===== src/rtl/vga_pixel_stage.sv =====
// -----------------------------------------------------------------------------
// vga_pixel_stage
//
// Pixel-colour stage that sits directly behind the VGA timing controller.
// It turns the controller's raster position into a colour using a small
// test-pattern generator, overlays an optionally blinking rectangular cursor,
// and delays every timing signal through the same two-register pipeline so
// that colour and sync reach the DAC pins aligned.
//
// Pipeline:
//   stage 1 : registers row, column, display_enable and the sync/blank inputs
//   stage 2 : computes the colour from the stage-1 registers and the shadow
//             configuration, and registers every output
//   Latency is a fixed 2 cycles for all outputs in every mode.
//
// Configuration is double-buffered: the cfg_* inputs are copied into shadow
// registers only on a frame-start cycle (display_enable=1, row=0, column=0),
// so a frame is always drawn with one consistent configuration.
//
// Ports:
//   clk            pixel clock, the only clock
//   rst            synchronous reset, active high
//   display_enable active-video flag from the timing controller
//   row, column    current raster position (12 bits each)
//   h_sync_in, v_sync_in, n_blank_in, n_sync_in
//                  timing controller outputs, passed through unaltered
//   cfg_mode       pattern select: 0 solid, 1 bars, 2 checker, 3 grid
//   cfg_color      {R,G,B} foreground colour
//   cfg_cur_x/y/w/h cursor rectangle (top-left corner, width, height)
//   cfg_cur_en     cursor enable
//   cfg_blink_en   cursor blink enable
//   red, green, blue  registered pixel colour
//   h_sync, v_sync, n_blank, n_sync, de_out
//                  timing outputs delayed by 2 cycles
//   frame_count    frames since reset (wraps 255 -> 0), pipelined with video
// -----------------------------------------------------------------------------
module vga_pixel_stage #(
    parameter int COLOR_W    = 8,
    parameter int BAR_SHIFT  = 6,
    parameter int CHK_SHIFT  = 4,
    parameter int GRID_SHIFT = 5,
    parameter int BLINK_BIT  = 5
) (
    input  logic                   clk,
    input  logic                   rst,
    input  logic                   display_enable,
    input  logic [11:0]            row,
    input  logic [11:0]            column,
    input  logic                   h_sync_in,
    input  logic                   v_sync_in,
    input  logic                   n_blank_in,
    input  logic                   n_sync_in,
    input  logic [1:0]             cfg_mode,
    input  logic [3*COLOR_W-1:0]   cfg_color,
    input  logic [11:0]            cfg_cur_x,
    input  logic [11:0]            cfg_cur_y,
    input  logic [11:0]            cfg_cur_w,
    input  logic [11:0]            cfg_cur_h,
    input  logic                   cfg_cur_en,
    input  logic                   cfg_blink_en,
    output logic [COLOR_W-1:0]     red,
    output logic [COLOR_W-1:0]     green,
    output logic [COLOR_W-1:0]     blue,
    output logic                   h_sync,
    output logic                   v_sync,
    output logic                   n_blank,
    output logic                   n_sync,
    output logic                   de_out,
    output logic [7:0]             frame_count
);

    localparam int PIX_W = 3 * COLOR_W;

    typedef enum logic [1:0] {
        MODE_SOLID   = 2'd0,
        MODE_BARS    = 2'd1,
        MODE_CHECKER = 2'd2,
        MODE_GRID    = 2'd3
    } pattern_mode_e;

    // One frame's worth of configuration, captured as a unit at frame start.
    typedef struct packed {
        pattern_mode_e    mode;
        logic [PIX_W-1:0] color;
        logic [11:0]      cur_x;
        logic [11:0]      cur_y;
        logic [11:0]      cur_w;
        logic [11:0]      cur_h;
        logic             cur_en;
        logic             blink_en;
    } shadow_cfg_t;

    // -------------------------------------------------------------------------
    // Frame start detection and shadow configuration
    // -------------------------------------------------------------------------
    logic        frame_start;
    shadow_cfg_t cfg_live;
    shadow_cfg_t shadow;
    logic [7:0]  frame_cnt;

    assign frame_start = display_enable && (row == 12'd0) && (column == 12'd0);

    always_comb begin
        cfg_live.mode     = pattern_mode_e'(cfg_mode);
        cfg_live.color    = cfg_color;
        cfg_live.cur_x    = cfg_cur_x;
        cfg_live.cur_y    = cfg_cur_y;
        cfg_live.cur_w    = cfg_cur_w;
        cfg_live.cur_h    = cfg_cur_h;
        cfg_live.cur_en   = cfg_cur_en;
        cfg_live.blink_en = cfg_blink_en;
    end

    // The shadows and the counter update on the same edge that captures the
    // frame-start pixel into stage 1, so that pixel is coloured in stage 2
    // with the new configuration and the new frame number. The pixel just
    // before it is coloured on that same edge and still sees the old values.
    // NOTE: every clocked register uses non-blocking (<=) assignments so all
    // flops sample their inputs from before the edge, whatever the statement
    // order; a blocking assignment here would leak new values into later logic.
    always_ff @(posedge clk) begin
        if (rst) begin
            shadow    <= '0;
            frame_cnt <= 8'd0;
        end else if (frame_start) begin
            shadow    <= cfg_live;
            frame_cnt <= frame_cnt + 8'd1;
        end
    end

    // -------------------------------------------------------------------------
    // Stage 1: raster position and timing capture
    // -------------------------------------------------------------------------
    logic [11:0] s1_row;
    logic [11:0] s1_col;
    logic        s1_de;
    logic        s1_h_sync;
    logic        s1_v_sync;
    logic        s1_n_blank;
    logic        s1_n_sync;

    // Reset values mirror the idle state of the timing lines (syncs and n_sync
    // inactive high, blanking active), so the outputs are quiet straight out
    // of reset rather than after the pipeline has flushed.
    always_ff @(posedge clk) begin
        if (rst) begin
            s1_row     <= 12'd0;
            s1_col     <= 12'd0;
            s1_de      <= 1'b0;
            s1_h_sync  <= 1'b1;
            s1_v_sync  <= 1'b1;
            s1_n_blank <= 1'b0;
            s1_n_sync  <= 1'b1;
        end else begin
            s1_row     <= row;
            s1_col     <= column;
            s1_de      <= display_enable;
            s1_h_sync  <= h_sync_in;
            s1_v_sync  <= v_sync_in;
            s1_n_blank <= n_blank_in;
            s1_n_sync  <= n_sync_in;
        end
    end

    // -------------------------------------------------------------------------
    // Stage 2 combinational colour: pattern, cursor overlay, blanking
    // -------------------------------------------------------------------------
    logic [2:0]       bar_idx;
    logic             checker_dark;
    logic             on_grid;
    logic [PIX_W-1:0] pattern_pix;

    assign bar_idx      = s1_col[BAR_SHIFT+2 -: 3];
    assign checker_dark = s1_col[CHK_SHIFT] ^ s1_row[CHK_SHIFT];
    assign on_grid      = (s1_col[GRID_SHIFT-1:0] == '0) ||
                          (s1_row[GRID_SHIFT-1:0] == '0);

    // NOTE: the output is given a default before the case so every path
    // assigns it; a missing branch would otherwise infer a latch.
    always_comb begin
        pattern_pix = '0;
        case (shadow.mode)
            MODE_SOLID:   pattern_pix = shadow.color;
            // Bar index bits map straight onto R, G, B: black, blue, green,
            // cyan, red, magenta, yellow, white from left to right.
            MODE_BARS:    pattern_pix = {{COLOR_W{bar_idx[2]}},
                                         {COLOR_W{bar_idx[1]}},
                                         {COLOR_W{bar_idx[0]}}};
            MODE_CHECKER: pattern_pix = checker_dark ? '0 : shadow.color;
            MODE_GRID:    pattern_pix = on_grid ? shadow.color : '0;
            default:      pattern_pix = '0;
        endcase
    end

    // Rectangle limits are formed one bit wider than the raster coordinates,
    // so a cursor reaching past column/row 4095 does not wrap round onto the
    // left or top edge. A zero width or height gives an empty interval.
    logic [12:0] cur_x_end;
    logic [12:0] cur_y_end;
    logic        cur_hit;
    logic        cur_visible;

    assign cur_x_end = {1'b0, shadow.cur_x} + {1'b0, shadow.cur_w};
    assign cur_y_end = {1'b0, shadow.cur_y} + {1'b0, shadow.cur_h};

    assign cur_hit = (s1_col >= shadow.cur_x) && ({1'b0, s1_col} < cur_x_end) &&
                     (s1_row >= shadow.cur_y) && ({1'b0, s1_row} < cur_y_end);

    // Blinking hides the cursor for the half of each blink period in which
    // the selected frame-counter bit is set.
    assign cur_visible = shadow.cur_en &&
                         (!shadow.blink_en || !frame_cnt[BLINK_BIT]);

    logic [PIX_W-1:0] next_pix;

    always_comb begin
        next_pix = pattern_pix;
        if (cur_hit && cur_visible) begin
            next_pix = ~pattern_pix;
        end
        // Outside active video the DAC must see black, whatever was drawn.
        if (!s1_de) begin
            next_pix = '0;
        end
    end

    // -------------------------------------------------------------------------
    // Stage 2 output registers
    // -------------------------------------------------------------------------
    always_ff @(posedge clk) begin
        if (rst) begin
            red         <= '0;
            green       <= '0;
            blue        <= '0;
            h_sync      <= 1'b1;
            v_sync      <= 1'b1;
            n_blank     <= 1'b0;
            n_sync      <= 1'b1;
            de_out      <= 1'b0;
            frame_count <= 8'd0;
        end else begin
            red         <= next_pix[3*COLOR_W-1:2*COLOR_W];
            green       <= next_pix[2*COLOR_W-1:COLOR_W];
            blue        <= next_pix[COLOR_W-1:0];
            h_sync      <= s1_h_sync;
            v_sync      <= s1_v_sync;
            n_blank     <= s1_n_blank;
            n_sync      <= s1_n_sync;
            de_out      <= s1_de;
            // Sampled alongside the colour so the reported frame number lines
            // up with the pixel stream it belongs to.
            frame_count <= frame_cnt;
        end
    end

endmodule

===== config.mk =====
export PLATFORM = sky130hd
export DESIGN_NAME = vga_pixel_stage
export DESIGN_NICKNAME = d
export VERILOG_FILES = /design/src/rtl/vga_pixel_stage.sv
export SDC_FILE = /design/constraint.sdc
export NUM_CORES = 1
export LEC_CHECK = 0
export BUFFER_PORTS_ARGS = -buffer_cell sky130_fd_sc_hd__clkbuf_2
export CORE_ASPECT_RATIO = 1.1
export CORE_MARGIN = 4
export CORE_UTILIZATION = 40
export DETAILED_ROUTE_END_ITERATION = 10
export HOLD_SLACK_MARGIN = 0.05
export MAX_ROUTING_LAYER = met4
export SKIP_LAST_GASP = 1
export SLEW_MARGIN = 20
export SYNTH_ARGS = -nofsm -noshare
export SYNTH_HDL_FRONTEND = slang
export SYNTH_SLANG_ARGS = --single-unit

===== constraint.sdc =====
create_clock -name clk -period 6.78 [get_ports clk]
set_input_delay 0.678 -clock clk [delete_from_list [all_inputs] [get_ports clk]]
set_output_delay 0.678 -clock clk [all_outputs]
set_load 0.1 [all_outputs]

==> flow_metrics.py <==
metrics = {
    "run_status": {
        "status": "finished, final reports clean",
    },
    "sta": {
        "setup_slack_ns": 2.209,
        "period_needed_ns": 4.571,
        "tightest_slew_ns": 0.9421,
        "setup_violations": 0,
        "finClkSkew_ns": 0.007005,
        "fin_setup_tns_ns": 0,
        "slew_violations": 0,
        "final_hold_viol_count": 0,
        "clock.fmax_mhz": 218.8,
        "finalCritPeriodShare_pct": 67.42,
        "slew_headroom_pct": 37.01,
        "rsz0062_at_grt": "no",
    },
    "yosys": {
        "synth_compound_area_share_pct": 16.10,
        "synth_nets": 1056,
        "synth_area_leaders": "dfxtp_1, ha_1, nand2_1, a21oi_1, nor3b_2",
        "synthSimpleGateAreaFrac_pct": 23.84,
        "synth_top_family_by_area": "simple AND/OR/NAND/NOR gates",
        "synthCells": 876,
        "ys.flop_type": "dfxtp_1",
        "yosysTopAreaCell": "dfxtp_1",
        "seq_area_frac_synth_pct": 39.55,
        "ys_ff_latch": 150,
        "synth_top_area_share_pct": 39.55,
        "yosysWarnings": 0,
        "synth.avg_cell_area_um2": 8.668,
        "synthAdderAreaFrac_pct": 12.23,
        "synthXorXnorAreaFrac_pct": 3.230,
        "synth_cell_types": 58,
        "yosys-mux-area-fraction_pct": 0,
        "syn_area_um2": 7594,
        "synth-edff-count": 0,
        "async_reset_ff_share_pct": 0,
    },
    "min_path": {
        "hold_class": "reg -> reg",
        "hold_depth": 1,
    },
    "clock_tree": {
        "holdBufCountCts": 0,
        "insertion_delay_ns": 0.42,
        "clk_pin_slew_worst_paths_ns": 0.07,
        "cts_tree": "built",
        "cts_resized": 0,
        "cts_buffer_depth": 2,
        "cts_setup_buffers": 0,
        "htree_levels": 4,
        "cts-buffers-inserted": 17,
        "cts_root_buf": "clkbuf_16",
        "cts_sinks": 150,
    },
    "setup_path": {
        "r2r_end": "green[6]$_SDFF_PP0_",
        "critPathLaunch": "shadow[15]$_SDFFE_PP0P_",
        "critPathLaunchType": "flip-flop",
        "worst-path-buf-inv": 1,
        "cpPeakStageDelay_ns": 0.77,
        "cp_num_cells": 17,
        "cpMaxStageDelayCell": "nand4_1",
        "regToRegSetupSlack_ns": 2.21,
        "worst_setup_path_end_kind": "flip-flop",
        "reg2regPathDepth": 17,
        "path_max_fanout": 21,
        "crit_type": "reg -> reg",
        "worstReg2RegStart": "shadow[15]$_SDFFE_PP0P_",
        "cp_data_required_time_ns": 7.07,
        "crit_chain": "ha_1 -> a21o_1 -> a21oi_1 -> o211ai_1 -> nand3_1 -> a21boi_1 -> o41ai_1 -> xor2_1 -> ha_1 -> a211oi_1 -> o211ai_1 -> a21o_1 -> o311ai_1 -> nand4_1 -> buf_4 -> nor3_1 -> nor3b_2",
        "endpoint": "green[6]$_SDFF_PP0_",
        "arrival_ns": 4.86,
        "cpLargestDelayFamily": "compound AO/OA/AOI/OAI gates",
    },
    "cells_and_area": {
        "fillers": 1803,
        "diodes": 0,
        "drive_gt1_share_pct": 23.91,
        "layout_common_cells": "nand2_1, dfxtp_1, clkbuf_2, a21oi_1, ha_1",
        "area.growth.synth_to_final_pct": 18.50,
        "final_common_cell": "nand2_1",
        "final_nets": 1175,
    },
    "detailed_routing": {
        "routed_wl_um": 18130,
        "postRouteAntennaNets": 0,
        "wl_per_cell_um": 14.49,
        "dr.pass1.iters": 4,
        "vias": 6127,
        "dr.first_iter.drc_count": 264,
        "vias_per_cell": 4.898,
        "drc": 0,
    },
    "global_route": {
        "antenna_found_initial": 0,
        "grt_max_degree": 83,
        "grt_pass1_wl_um": 30260,
        "grt_pass1_vias": 6068,
        "grtUsageTotal_pct": 17.90,
        "overflow": 0,
    },
    "die": {
        "core-area_um2": 18540,
        "rows": 52,
        "boundaryPins": 144,
        "die_w_um": 139.4,
        "die_area_um2": 21250,
        "initial_core_util_pct": 40.95,
        "die_height_um": 152.5,
    },
    "power": {
        "power.density_nw_per_um2": 218.0,
        "ir_drop_v": 0.0001726,
        "power.leakage_nw": 3.503,
    },
    "placed_design": {
        "dp_slack_ns": 2.227,
        "routabilityCongestion": 0.8824,
        "dp_hpwl_um": 13530,
        "io_buffers": 143,
    },
    "flow_run": {
        "cap_violations": 0,
    },
}
[report_power, final]
group	total [mW]	leakage, nW	switching [mW]	internal (mW)
Sequential	0.900	1.22	0.00836	0.892
Clock	0.938	0.288	0.382	0.557
Combinational	0.124	2.00	0.0716	0.0521
Total	1.96	3.50	0.462	1.50
[area by class of cell]
cell class	instances	area [um2]	share of cell area, %
tap	243	304.0	3.379
sequential	150	3003	33.37
multi-input combinational	644	4214	46.83
timing repair buffer	149	763.2	8.482
inverter	33	123.9	1.377
clock buffer	19	442.9	4.922
clock inverter	13	147.6	1.641
[cell families (layout without fill, tap and decap cells)]
group                    Yosys count  count (layout)
AND/OR/NAND/NOR                  333             333
adder cells (fa/ha/maj)           73              73
flip-flops                       150             150
XOR/XNOR                          28              28
buffers and inverters             82             214
AO/OA/AOI/OAI                    210             210
[synthesized netlist by cell type (2+ instances only)]
master,instances
dfxtp_1,150
nand2_1,169
o21ai_1,7
inv_1,33
nor2_1,27
xor2_1,19
ha_1,71
o21ai_0,32
o21a_1,6
o41ai_1,2
o211ai_1,8
or2_2,6
a21oi_1,124
nand3_1,11
and2_1,2
clkbuf_1,35
buf_12,2
nor3b_2,24
o21bai_1,3
fa_1,2
nand2b_1,8
xnor2_1,9
a21o_1,9
buf_6,2
or4_1,2
a211oi_1,3
nor4_1,5
a21oi_2,2
nor3_1,7
nand4_1,7
nor3_2,20
buf_2,5
buf_4,3
nor2b_1,37
[flip-flops by register name, indices dropped and copies added (netlist names)]
name	cells
shadow	76
s1_col	12
s1_row	12
blue	8
frame_cnt	8
frame_count	8
green	8
red	8
de_out	1
h_sync	1
n_blank	1
n_sync	1
s1_de	1
s1_h_sync	1
s1_n_blank	1
s1_n_sync	1
s1_v_sync	1
v_sync	1
[worst min path at each step]
| stage | startpoint | endpoint | slack [ns] |
|---|---|---|---|
| finish | s1_h_sync$_SDFF_PP1_ | h_sync$_SDFF_PP1_ | 0.41 |
| global route | h_sync_in | s1_h_sync$_SDFF_PP1_ | 0.42 |
| CTS | s1_h_sync$_SDFF_PP1_ | h_sync$_SDFF_PP1_ | 0.41 |
| detailed placement | s1_h_sync$_SDFF_PP1_ | h_sync$_SDFF_PP1_ | 0.39 |
| global placement | s1_h_sync$_SDFF_PP1_ | h_sync$_SDFF_PP1_ | 0.39 |
| floorplan | s1_h_sync$_SDFF_PP1_ | h_sync$_SDFF_PP1_ | 0.39 |
[per-layer routing]
layer | part of all wire, % | global-route usage [%] | wire length (um) | vias up
met3 | 3.5 | 3.672 | 637 | 22
met5 | 0 | - | 0 | -
met2 | 49 | 29.96 | 8933 | 109
met4 | 1.7 | 5.033 | 309 | 0
met1 | 46 | 21.92 | 8252 | 2769
li1 | - | - | - | 3227
[metrics by stage]
stage,util (%),hold slack (ns),cell area (um2),instances,power [mW]
floorplan,-,0.3895,7594,876,1.002
global placement,45.34,0.3921,8408,1219,1.044
detailed placement,45.34,0.3932,8408,1219,1.044
CTS,48.53,0.4090,8999,1251,1.985
global route,48.53,0.4155,8999,1251,2.042
finish,48.53,0.4097,8999,1251,1.962
No activity file was read; power rests on OpenSTA's default activity.
